`config.mk`:
```
export PLATFORM = sky130hd
export DESIGN_NAME = field_edit_ctrl
export DESIGN_NICKNAME = d
export VERILOG_FILES = /design/src/rtl/field_edit_ctrl.sv
export SDC_FILE = /design/constraint.sdc
export NUM_CORES = 1
export LEC_CHECK = 0
export ABC_AREA = 1
export CORE_UTILIZATION = 50
export CTS_CLUSTER_DIAMETER = 50
export DETAILED_ROUTE_END_ITERATION = 7
export PLACE_DENSITY = 0.7
export SYNTH_ARGS = -nofsm -noshare
export SYNTH_HDL_FRONTEND = slang
export SYNTH_SLANG_ARGS = --single-unit
```
`constraint.sdc`:
```
create_clock -name CLK -period 3.1 [get_ports CLK]
set_clock_uncertainty 0.2 [all_clocks]
set_input_delay 0.93 -clock CLK [delete_from_list [all_inputs] [get_ports CLK]]
set_output_delay 0.93 -clock CLK [all_outputs]
set_load 0.01 [all_outputs]
```
`src/rtl/field_edit_ctrl.sv`:
```
// field_edit_ctrl: IDLE/EDIT/COMMIT controller that walks the six RTC fields, steps them with UP/DOWN
// pulses and requests an RTC write on commit. Define FIELD_EDIT_AUTOREPEAT_EN for held-button auto-repeat.
module field_edit_ctrl #(
   parameter int TIMEOUT    = 100000000,
   parameter int REPEAT_DLY = 50000000,
   parameter int REPEAT_PER = 10000000
) (
   input  logic       CLK,
   input  logic       RST,
   input  logic       BTN_EDIT,
   input  logic       BTN_UP,
   input  logic       BTN_DOWN,
   input  logic       RTC_RD_VALID,
   input  logic       WR_ACK,
   output logic [5:0] MOD,
   output logic       UP_P,
   output logic       DOWN_P,
   output logic       ACT,
   output logic       WR_REQ,
   output logic [2:0] FIELD,
   output logic       BUSY
);

   localparam int            TW       = $clog2(TIMEOUT + 1);
   localparam logic [TW-1:0] TMO_LAST = TW'(TIMEOUT - 1);
   localparam logic [TW-1:0] TMO_MAX  = TW'(TIMEOUT);

   typedef enum logic [1:0] {ST_IDLE = 2'd0, ST_EDIT = 2'd1, ST_COMMIT = 2'd2} state_t;

   state_t        r_state, w_state_nxt;
   logic [2:0]    r_field, w_field_nxt;
   logic [5:0]    r_mod, w_mod_nxt;
   logic          r_up, w_up_nxt;
   logic          r_dn, w_dn_nxt;
   logic          r_act, w_act_nxt;
   logic          r_wr, w_wr_nxt;
   logic          r_busy, w_busy_nxt;
   logic [TW-1:0] r_tmo, w_tmo_nxt;
   logic [2:0]    r_btn_s1, r_btn_s2;
   logic [2:0]    w_rise;
   logic          w_up_ev, w_dn_ev, w_hold, w_rep_up, w_rep_dn;

   // bit0 EDIT, bit1 UP, bit2 DOWN; s1 holds this edge's sample, s2 the previous edge's
   assign w_rise  = r_btn_s1 & ~r_btn_s2;
   assign w_up_ev = w_rise[1] & ~r_btn_s1[2];
   assign w_dn_ev = w_rise[2] & ~r_btn_s1[1];

`ifdef FIELD_EDIT_AUTOREPEAT_EN
   localparam int            RMAX         = (REPEAT_DLY > REPEAT_PER) ? REPEAT_DLY : REPEAT_PER;
   localparam int            RW           = $clog2(RMAX + 1);
   localparam logic [RW-1:0] REP_DLY_LAST = RW'(REPEAT_DLY - 1);
   localparam logic [RW-1:0] REP_PER_LAST = RW'(REPEAT_PER - 1);

   logic [RW-1:0] r_rep;
   logic          r_rep_first;
   logic          w_up_hold, w_dn_hold, w_rep_fire;

   assign w_up_hold  = r_btn_s1[1] & r_btn_s2[1] & ~r_btn_s1[2];
   assign w_dn_hold  = r_btn_s1[2] & r_btn_s2[2] & ~r_btn_s1[1];
   assign w_hold     = (r_state == ST_EDIT) & (w_up_hold | w_dn_hold);
   assign w_rep_fire = w_hold & (r_rep == (r_rep_first ? REP_DLY_LAST : REP_PER_LAST));
   assign w_rep_up   = w_rep_fire & w_up_hold;
   assign w_rep_dn   = w_rep_fire & w_dn_hold;

   // Cycles since the last pulse of the current hold: first gap REPEAT_DLY, then REPEAT_PER
   always_ff @(posedge CLK or posedge RST) begin
      if (RST) begin
         r_rep       <= '0;
         r_rep_first <= 1'b1;
      end else if (!w_hold) begin
         r_rep       <= '0;
         r_rep_first <= 1'b1;
      end else if (w_rep_fire) begin
         r_rep       <= '0;
         r_rep_first <= 1'b0;
      end else begin
         r_rep       <= r_rep + RW'(1);
      end
   end
`else
   assign w_hold   = 1'b0;
   assign w_rep_up = 1'b0;
   assign w_rep_dn = 1'b0;
`endif

   always_comb begin
      w_state_nxt = r_state;
      w_field_nxt = r_field;
      w_tmo_nxt   = '0;
      w_up_nxt    = 1'b0;
      w_dn_nxt    = 1'b0;
      w_act_nxt   = 1'b0;
      w_wr_nxt    = 1'b0;
      case (r_state)
         ST_IDLE: begin
            if (w_rise[0]) begin
               w_state_nxt = ST_EDIT;
               w_field_nxt = 3'd0;
            end else begin
               w_act_nxt = RTC_RD_VALID;
            end
         end
         ST_EDIT: begin
            if (w_rise[0]) begin
               if (r_field == 3'd5) begin
                  w_state_nxt = ST_COMMIT;
                  w_field_nxt = 3'd0;
                  w_wr_nxt    = 1'b1;
               end else begin
                  w_field_nxt = r_field + 3'd1;
               end
            end else begin
               w_up_nxt = w_up_ev | w_rep_up;
               w_dn_nxt = w_dn_ev | w_rep_dn;
               // Any button activity restarts the idle window; otherwise count towards abort
               if (!((|w_rise) | w_hold)) begin
                  w_tmo_nxt = (r_tmo == TMO_MAX) ? r_tmo : r_tmo + TW'(1);
                  if (r_tmo >= TMO_LAST) begin
                     w_state_nxt = ST_IDLE;
                     w_field_nxt = 3'd0;
                     w_tmo_nxt   = '0;
                  end
               end
            end
         end
         ST_COMMIT: begin
            if (WR_ACK) begin
               w_state_nxt = ST_IDLE;
            end else begin
               w_wr_nxt = 1'b1;
            end
         end
         default: begin
            w_state_nxt = ST_IDLE;
            w_field_nxt = 3'd0;
         end
      endcase
      w_mod_nxt  = (w_state_nxt == ST_EDIT) ? (6'd1 << w_field_nxt) : 6'd0;
      w_busy_nxt = (w_state_nxt != ST_IDLE);
   end

   always_ff @(posedge CLK or posedge RST) begin
      if (RST) begin
         r_state  <= ST_IDLE;
         r_field  <= 3'd0;
         r_mod    <= 6'd0;
         r_up     <= 1'b0;
         r_dn     <= 1'b0;
         r_act    <= 1'b0;
         r_wr     <= 1'b0;
         r_busy   <= 1'b0;
         r_tmo    <= '0;
         r_btn_s1 <= 3'd0;
         r_btn_s2 <= 3'd0;
      end else begin
         r_state  <= w_state_nxt;
         r_field  <= w_field_nxt;
         r_mod    <= w_mod_nxt;
         r_up     <= w_up_nxt;
         r_dn     <= w_dn_nxt;
         r_act    <= w_act_nxt;
         r_wr     <= w_wr_nxt;
         r_busy   <= w_busy_nxt;
         r_tmo    <= w_tmo_nxt;
         r_btn_s1 <= {BTN_DOWN, BTN_UP, BTN_EDIT};
         r_btn_s2 <= r_btn_s1;
      end
   end

   assign MOD    = r_mod;
   assign UP_P   = r_up;
   assign DOWN_P = r_dn;
   assign ACT    = r_act;
   assign WR_REQ = r_wr;
   assign FIELD  = r_field;
   assign BUSY   = r_busy;

endmodule

```
## Yosys cells after proc, flatten, opt, wreduce, memory -nomap -nowiden

Cells that the tools add are included.

| storage, ports and cells | value |
|---|---|
| bits in registers | 49 |
| input port bits | 7 |
| output and inout bits | 14 |

| cells by class | value |
|---|---|
| $add $sub $neg | 2 |
| order comparisons | 1 |
| equal/unequal tests | 6 |
| shifts and indexed selects | 1 |
| muxes and demuxes | 29 |
| bitwise logic cells | 6 |
| reductions and logical operators | 3 |

Operators with widths:

| kind | number |
|---|---|
| $mux 27 | 5 |
| $add 27x1->27 const B | 1 |
| $eq 27x27->1 const B | 1 |
| $ge 27x27->1 const B | 1 |
| $mux 3 | 5 |
| $mux 2 | 6 |
| $mux 1 | 9 |
| $pmux 3 s3 | 1 |
| $mux 6 | 1 |
| $pmux 2 s3 | 1 |
| $shl 1x3->6 const A | 1 |
| $ne 5x5->1 const B | 1 |
| $eq 2x1->1 const B | 2 |
| $add 3x1->3 const B | 1 |
| $and 3x3->3 | 1 |
| $eq 3x3->1 const B | 1 |
| $not 3->3 | 1 |
| $reduce_or 3->1 | 1 |
| $and 1x1->1 | 2 |
| $eq 2x2->1 const B | 1 |
| $logic_not 2->1 | 1 |
| $not 1->1 | 2 |
| $pmux 1 s2 | 1 |
| $reduce_bool 2->1 | 1 |

## Longest topological paths before layout

Gate-level depths: netlist of run 1.

| logic depth | value |
|---|---|
| depth after elaboration | 8 |
| gate-level depth with buffers | 15 |

## Worst setup path after synthesis of run 1

No wires, ideal clock.

| timing path | value |
|---|---|
| kind | reg2reg |
| from | reg r_state[1] |
| to | reg r_tmo[18] |
| library setup time | 0.086 ns |
| data arrival time | 1.622 ns |
| required time | 2.814 ns |
| setup slack | 1.192 ns |
| stages on the path, launching flop included | 11 |
| buffers on the path | 2 |
| period minus slack after synthesis | 1.908 ns |
| cell sequence | dfrtp_1 -> inv_1 -> ha_1 -> clkbuf_8 -> inv_1 -> nor2_1 -> inv_1 -> nor2_1 -> nand4_2 -> buf_2 -> nor3_1 |

| between the ends | value |
|---|---|
| cells in the longest elaborated chain, start to end | 2 |
| elaborated cells on any way between the ends | 3 |

RTL lines:

| element | RTL line | text |
|---|---|---|
| start: declaration | 30 | `state_t r_state, w_state_nxt;` |
| start signal: assignment | 156 | `r_state <= w_state_nxt;` |
| $eq 2x1->1 * | 94 | `case (r_state)` |
| $ne 5x5->1 (no source line) or $mux 27 (tied branches) | -- |  |
| end signal: assignment | 164 | `r_tmo <= w_tmo_nxt;` |
| end: declaration | 38 | `logic [TW-1:0] r_tmo, w_tmo_nxt;` |

Mark *: on every way between the ends. The rest lies on a longest branch, timed or not.
A chain may end at the register's enable or synchronous reset.

## Worst setup path in the final report of run 1

| timing path | value |
|---|---|
| from | reg r_field[0], in the netlist FIELD[0] |
| to | out FIELD[0] |

RTL lines:

| element | RTL line | text |
|---|---|---|
| start: declaration | 31 | `logic [2:0] r_field, w_field_nxt;` |
| start signal: assignment | 157 | `r_field <= w_field_nxt;` |
| end: declaration | 20 | `output logic [2:0] FIELD,` |

No word-level cell between the ends.

==> impl_metrics.toml, run 1 <==
[timing]
setup_viol = 0
maxSlewViolCount = 0
fmax_mhz = 409.5
min_period_ps = 2442
finalWorstSetupSlack_ps = 658.2
tns_ps = 0
tightest_slew_ps = 572.0
hold_viol = 0
hold_ws_ps = 188.3
worst_slew_margin_rel_pct = 61.77
rsz0062_at_grt = "false"
finalCritPeriodShare_pct = 78.77

[grt]
grt_max_degree = 50
grt_usage_pct = 20.99
antenna_found_initial = 0
grt_first_pass_wirelength_mm = 8.963
grt_pass1_vias = 2075
grt_overflow = 0

[clock_network]
cts_hold_buffers = 0
clock_path_buffers = 2
clock-root-buffer = "clkbuf_8"
clock_latency_ps = 300
htree_levels = 2
clkSlewWorstSetupHoldPaths_ps = 90
post_cts_buffers = 0
cts_tree = "yes"
cts_buffers = 5
clock-sinks = 49
cts_resized = 0

[cells_and_area]
multi_input_area_um2 = 1291
layout.cells.non_filler = 425
seqCellArea_um2 = 1226
fill_cells = 444
fin_util_pct = 60.28
final_cell_area_um2 = 3118
drive_gt1_share_pct = 16.90
final_nets = 368
diodes = 0
syn2layout_area_growth_pct = 14.57

[synth]
yosys.area_share.simple_pct = 36.87
syn_area_um2 = 2721
synthAdderAreaFrac_pct = 2.759
synth_compound_area_share_pct = 5.241
syn-num-nets = 340
postSynthAreaPerCell_um2 = 8.322
synth_area_leader_cell = "dfrtp_1"
synth_top_cell_area_share_pct = 45.06
ys.warnings.count = 0
synth_top_family_by_area = "simple AND/OR/NAND/NOR gates"
syn_inst = 327
netlist-cell-type-count = 35
yosys_register_bits = 49
synth_xor_xnor_area_share_pct = 2.575
synth-seq-area-share_pct = 45.06
synth_area_leaders = "dfrtp_1, nor2_1, nand2_1"
synthMuxAreaShare_pct = 0

[power]
switching_share_pct = 33.86
p_per_area_nw_per_um2 = 533.2
p_int_mw = 1.100
power_frac_comb_pct = 31.9
finalPower_mw = 1.663
seqPwrFrac_pct = 44.9
p_clk_share_pct = 23.1
netSwitchingPower_mw = 0.5630
ir_worst_vdd_mv = 0.3462
p_leak_nw = 1.379

[place]
dp.cells = 418
place_area_um2 = 3028
gp_congestion = 0.7956
io_buffer_count = 20
dp_slack_ps = 670.9
dp_hpwl_mm = 3.873

[worst_hold_path]
hold_path.class = "register to register"

[worst_setup_path]
cp-end-kind = "output pin"
cp.arrival_ps = 1310
cp_max_fo = 5
worstPathCellList = "clkdlybuf4s50_1"
crit_family = "buffers and inverters"
max_stage_delay_ps = 580
worst_setup_path_start_kind = "register"
critPathSlowestCell = "clkdlybuf4s50_1"
critical_path_class = "register to output pin"
required_ps = 1970
crit_buf_inv = 1

[floorplan]
core_um2 = 5172
pin_count = 21
start_util_pct = 52.61
die_h_um = 75.78
dieArea_um2 = 5742
die_w_um = 75.78
row_count = 26

[drt]
ant_nets = 0
dr_total_vias = 2112
wl_mm = 5.162
first_pass_iters = 4
initialDrtViolationCount = 115
wl_per_cell_um = 12.15
vias_per_cell = 4.969
drc = 0

[outcome]
outcome = "finished, final reports clean"

[run]
drv_cap = 0
## cells in the final DEF (no fill, tap or decap), drive strengths merged
cell type,instances
inv,48
nand3,25
nand2,69
a211oi,2
and3,1
o21ai,6
ha,6
a21boi,1
nor3b,6
nor3,11
o21a,1
xor2,4
or2,1
a21oi,7
o22ai,1
clkbuf,6
clkdlybuf4s50,20
clkinvlp,1
a31oi,3
xnor2,4
dfrtp,49
nand4,8
buf,4
nor4,4
nor2,67
## layout make-up
| class | count | share of cell area, % |
|---|---|---|
| repair buffers | 24 | 7.785 |
| flip-flops and latches | 49 | 39.33 |
| well taps | 70 | 2.809 |
| multi-input cells | 227 | 41.41 |
| clock inverters | 1 | 0.2408 |
| inverters | 48 | 5.778 |
| clock buffers | 6 | 2.648 |
## power groups by stage
stage	Combinational (mW)	Sequential, mW	Clock (mW)
6_report	0.531	0.747	0.384
5_1_grt	0.592	0.756	0.420
4_1_cts	0.537	0.748	0.400
3_5_place_dp	0.537	0.758	0
3_3_place_gp	0.525	0.762	0
2_1_floorplan	0.347	0.772	0
## synth_stat cells, drive strengths merged
cell type,number
a211oi,2
nand4,8
o21ai,6
a21oi,7
a21boi,1
nor3,11
inv,48
and3,1
nor4,4
xor2,4
a31oi,3
nand3,25
nand2,69
o22ai,1
clkbuf,1
dfrtp,49
ha,6
o21a,1
nor3b,6
nor2,67
buf,2
or2,1
xnor2,4
## layer usage
metal	up-vias	GRT usage, %	share of wire (%)
li1	1093	-	-
met1	995	25.13	45
met2	19	37.46	51
met3	5	3.704	2.5
met4	0	8.025	1.7
met5	-	0	0
## logic make-up (layout without fill, tap and decap cells)
group,after synthesis,after routing
DFF,49,49
and+or+nand+nor,192,192
xor gates and xnor gates,8,8
buffers and inverters,51,79
AOI/OAI and AO/OA,21,21
adders and majority gates,6,6
## final timing paths
path	from	endpoint	slack, ps	cells after the start
worst min register to register	r_btn_s1[0]$_DFF_PP0_	r_btn_s2[0]$_DFF_PP0_	190	0
worst min-delay path	r_btn_s1[0]$_DFF_PP0_	r_btn_s2[0]$_DFF_PP0_	190	0
max in group asynchronous	RST	r_tmo[13]$_DFFE_PP0P_	1700	3
min in group asynchronous	RST	r_btn_s2[1]$_DFF_PP0_	790	3
worst max-delay path	FIELD[0]$_DFF_PP0_	FIELD[0]	660	1
worst max register to register	r_state[1]$_DFF_PP0_	r_tmo[17]$_DFFE_PP0P_	800	8
## sequential cells by signal, indices dropped and copies added (netlist names)
signal and cells:
r_tmo 27, MOD 6, FIELD 3, r_btn_s1 3
r_btn_s2 3, r_state 2, ACT 1, BUSY 1
DOWN_P 1, UP_P 1, WR_REQ 1
## worst register-to-register path: stages, from the launching register on
cell and delay [ps]:
dfrtp_1 440, inv_1 120, ha_1 170, inv_1 60, nor2_1 100, inv_1 70, nor2_1 130, nand4_2 490
a211oi_1 420
Power figures use the tool's default switching activity.
==> inputs of run 2 (changes only) <==
==> constraint.sdc (replaced) <==
create_clock -name CLK -period 2.51 [get_ports CLK]
set_clock_uncertainty 0.2 [all_clocks]
set_input_delay 0.753 -clock CLK [delete_from_list [all_inputs] [get_ports CLK]]
set_output_delay 0.753 -clock CLK [all_outputs]
set_load 0.01 [all_outputs]
==> impl_metrics.toml, run 2 (synthesis gave the netlist of run 1 again) <==
[timing]
finalCritPeriodShare_pct = 91.12
setup_viol = 0
hold_viol = 0
worst_slew_margin_rel_pct = 72.60
maxSlewViolCount = 0
tns_ps = 0
min_period_ps = 2287
rsz0062_at_grt = "false"
tightest_slew_ps = 407.2
fmax_mhz = 437.2

[grt]
grt_max_degree = 50
grt_usage_pct = 20.32
grt_pass1_vias = 1984
grt_first_pass_wirelength_mm = 8.769
grt_overflow = 0
antenna_found_initial = 0

[drt]
ant_nets = 0
vias_per_cell = 5.047
wl_mm = 5.075
dr_total_vias = 2145
first_pass_iters = 4
wl_per_cell_um = 11.94
drc = 0
initialDrtViolationCount = 121

[cells_and_area]
largest-register = "r_tmo"
final_common_cell = "nor2_1"
final_cell_mix = "nor2_1, nand2_1, dfrtp_1"
fin_util_pct = 60.72
multi_input_area_um2 = 1291
final_nets = 367
fill_cells = 461
seqCellArea_um2 = 1226
largest_register_ffs = 27
diodes = 0
syn2layout_area_growth_pct = 15.40
drive_gt1_share_pct = 16.90

[worst_setup_path]
critPathSlowestCell = "clkdlybuf4s50_1"
required_ps = 1560
cp.arrival_ps = 1330
critical_path_class = "register to output pin"
cp-end-kind = "output pin"
startpoint = "FIELD[0]$_DFF_PP0_"
rr_startpoint = "r_tmo[0]$_DFFE_PP0P_"
crit_family = "buffers and inverters"
max_stage_delay_ps = 580
worst_setup_path_start_kind = "register"
worstPathCellList = "clkdlybuf4s50_1"
crit_buf_inv = 1
cp_max_fo = 5

[clock_network]
clock-root-buffer = "clkbuf_8"
cts_resized = 0
clock_path_buffers = 2
post_cts_buffers = 0
cts_buffers = 5
cts_hold_buffers = 0
clock_latency_ps = 300
cts_tree = "yes"
clock-sinks = 49
htree_levels = 2
clkSlewWorstSetupHoldPaths_ps = 90

[run]
drv_cap = 0

[power]
p_per_area_nw_per_um2 = 687.9
p_leak_nw = 1.389
ir_worst_vdd_mv = 0.4281
finalPower_mw = 2.160

[outcome]
outcome = "finished, final reports clean"

[place]
gp_congestion = 0.7996
io_buffer_count = 20
dp_hpwl_mm = 3.748

[floorplan]
start_util_pct = 52.61
pin_count = 21
die_w_um = 75.78
row_count = 26
die_h_um = 75.78
core_um2 = 5172
dieArea_um2 = 5742

[worst_hold_path]
hold_start = "r_btn_s1[0]$_DFF_PP0_"
hold_path.class = "register to register"
-- run 2: cell types whose count changed in the layout (fill, tap and decap cells not counted) --
cell / before / now
buf_4: 3 / 2
bufinv_16: 0 / 1
-- run 2: worst paths after layout --
| check | to | slack, ps | depth (start not counted) |
|---|---|---|---|
| setup / recovery | FIELD[0] | 220 | 1 |
| hold / removal | r_btn_s2[0]$_DFF_PP0_ | 190 | 0 |
| setup reg to reg | r_tmo[24]$_DFFE_PP0P_ | 400 | 7 |
| hold reg to reg | r_btn_s2[0]$_DFF_PP0_ | 190 | 0 |
| max in group asynchronous | FIELD[2]$_DFF_PP0_ | 1280 | 3 |
| min in group asynchronous | WR_REQ$_DFF_PP0_ | 610 | 3 |
-- run 2: through the flow --
step,instance area (um^2),worst slack [ps],cells,hold WS [ps]
floorplan,2721,384.2,327,153.7
global placement,3020,290.3,417,160.5
detailed placement,3020,222.4,417,165.6
CTS,3141,212.3,425,186.9
global route,3141,177.6,425,205.4
finish,3141,222.8,425,185.9
-- run 2: layer usage --
layer / up-vias / routed length, um / track usage [%]
li1: 1091 / - / -
met1: 1015 / 2485 / 26.82
met2: 32 / 2375 / 33.73
met3: 7 / 154 / 4.101
met4: 0 / 59 / 6.173
met5: - / 0 / 0
-- run 2: power breakdown --
| group | switching, mW | leakage (nW) | internal, mW |
|---|---|---|---|
| Sequential | 0.0595 | 0.662 | 0.868 |
| Clock | 0.264 | 0.0574 | 0.324 |
| Combinational | 0.378 | 0.670 | 0.266 |
| Total | 0.702 | 1.39 | 1.46 |
-- run 2: layout make-up --
class	count	share of cell area, %
flip-flops and latches	49	39.04
inverters	48	5.737
multi-input cells	227	41.12
repair buffers	23	7.490
clock inverters	2	1.195
clock buffers	6	2.629
well taps	70	2.789
==> inputs of run 3 (changes only) <==
--- a/config.mk
+++ b/config.mk
@@ -9,6 +9,7 @@
 export CORE_UTILIZATION = 50
 export CTS_CLUSTER_DIAMETER = 50
 export DETAILED_ROUTE_END_ITERATION = 7
+export MAX_ROUTING_LAYER = met4
 export PLACE_DENSITY = 0.7
 export SYNTH_ARGS = -nofsm -noshare
 export SYNTH_HDL_FRONTEND = slang
==> impl_metrics.toml, run 3 (synthesis gave the netlist of run 1 again) <==
[drt]
wl_mm = 5.077
initialDrtViolationCount = 115
drc = 0
first_pass_iters = 4
ant_nets = 0
vias_per_cell = 5.059
wl_per_cell_um = 11.95
dr_total_vias = 2150

[worst_hold_path]
hold_path.class = "register to register"
worstHoldPathCells = 0
hold_start = "r_btn_s1[0]$_DFF_PP0_"
hold-path-endpoint = "r_btn_s2[0]$_DFF_PP0_"

[timing]
tightest_slew_ps = 407.8
setup_viol = 0
maxSlewViolCount = 0
tns_ps = 0
worst_slew_margin_rel_pct = 72.56
rsz0062_at_grt = "false"
fmax_mhz = 437.4
hold_viol = 0
finalCritPeriodShare_pct = 91.08
min_period_ps = 2286

[floorplan]
die_w_um = 75.78
pin_count = 21
dieArea_um2 = 5742
row_count = 26
start_util_pct = 52.61
core_um2 = 5172
die_h_um = 75.78

[worst_setup_path]
critPathSlowestCell = "clkdlybuf4s50_1"
cp.arrival_ps = 1330
worstPathCellList = "clkdlybuf4s50_1"
worst_setup_path_start_kind = "register"
critical_path_class = "register to output pin"
crit_buf_inv = 1
startpoint = "FIELD[0]$_DFF_PP0_"
required_ps = 1560
reg2reg_to = "r_tmo[24]$_DFFE_PP0P_"
rr_startpoint = "r_tmo[0]$_DFFE_PP0P_"
worstRegToRegCells = 7
cp_max_fo = 5
crit_family = "buffers and inverters"
cp-end-kind = "output pin"
r2r_slack_ps = 410
max_stage_delay_ps = 580

[clock_network]
cts_tree = "yes"
clock_path_buffers = 2
clock-root-buffer = "clkbuf_8"
cts_resized = 0
cts_hold_buffers = 0
clock_latency_ps = 300
cts_buffers = 5
clkSlewWorstSetupHoldPaths_ps = 90
post_cts_buffers = 0
clock-sinks = 49
htree_levels = 2

[cells_and_area]
final_nets = 367
multi_input_area_um2 = 1291
drive_gt1_share_pct = 16.90
final_cell_mix = "nor2_1, nand2_1, dfrtp_1"
largest_register_ffs = 27
fin_util_pct = 60.72
fill_cells = 461
seqCellArea_um2 = 1226
syn2layout_area_growth_pct = 15.40
diodes = 0
largest-register = "r_tmo"
final_common_cell = "nor2_1"

[grt]
grt_usage_pct = 20.95
grt_pass1_vias = 1985
grt_max_degree = 50
grt_first_pass_wirelength_mm = 8.769
antenna_found_initial = 0
grt_overflow = 0

[power]
p_leak_nw = 1.389
p_per_area_nw_per_um2 = 688.8
ir_worst_vdd_mv = 0.4295

[place]
gp_congestion = 0.8111
io_buffer_count = 20
dp_hpwl_mm = 3.748

[run]
drv_cap = 0

[outcome]
outcome = "finished, final reports clean"
-- run 3: layer usage --
metal	track usage (%)	up-vias	wire length (um)
li1	-	1092	-
met1	27.16	1011	2482
met2	33.73	40	2371
met3	3.571	7	163
met4	6.173	0	59
met5	-	-	0
-- run 3: power breakdown --
group	switching [mW]	internal, mW
logic	0.380	0.266
clock network	0.265	0.324
registers	0.0595	0.868
total	0.705	1.46
-- run 3: worst max path at each step --
stage | slack [ps] | cells after the start | endpoint
floorplan | 380 | 1 | ACT$_DFF_PP0_
detailed placement | 220 | 7 | BUSY$_DFF_PP0_
CTS | 210 | 1 | FIELD[0]
global route | 180 | 1 | FIELD[0]
finish | 220 | 1 | FIELD[0]
global placement | 290 | 7 | BUSY$_DFF_PP0_
-- run 3: metrics by stage --
stage	hold WS, ps	instances	total power [mW]	cell area (um^2)	setup slack (ps)
global route	205.4	425	2.304	3141	177.6
finish	186.1	425	2.163	3141	223.8
CTS	186.9	425	2.192	3141	212.3
global placement	160.5	417	1.585	3020	290.3
detailed placement	165.6	417	1.596	3020	222.4
floorplan	153.7	327	1.382	2721	384.2
-- run 3: final cells by class --
class / count / share of cell area, %
well taps: 70 / 2.789
repair buffers: 23 / 7.490
flip-flops and latches: 49 / 39.04
inverters: 48 / 5.737
multi-input cells: 227 / 41.12
clock inverters: 2 / 1.195
clock buffers: 6 / 2.629
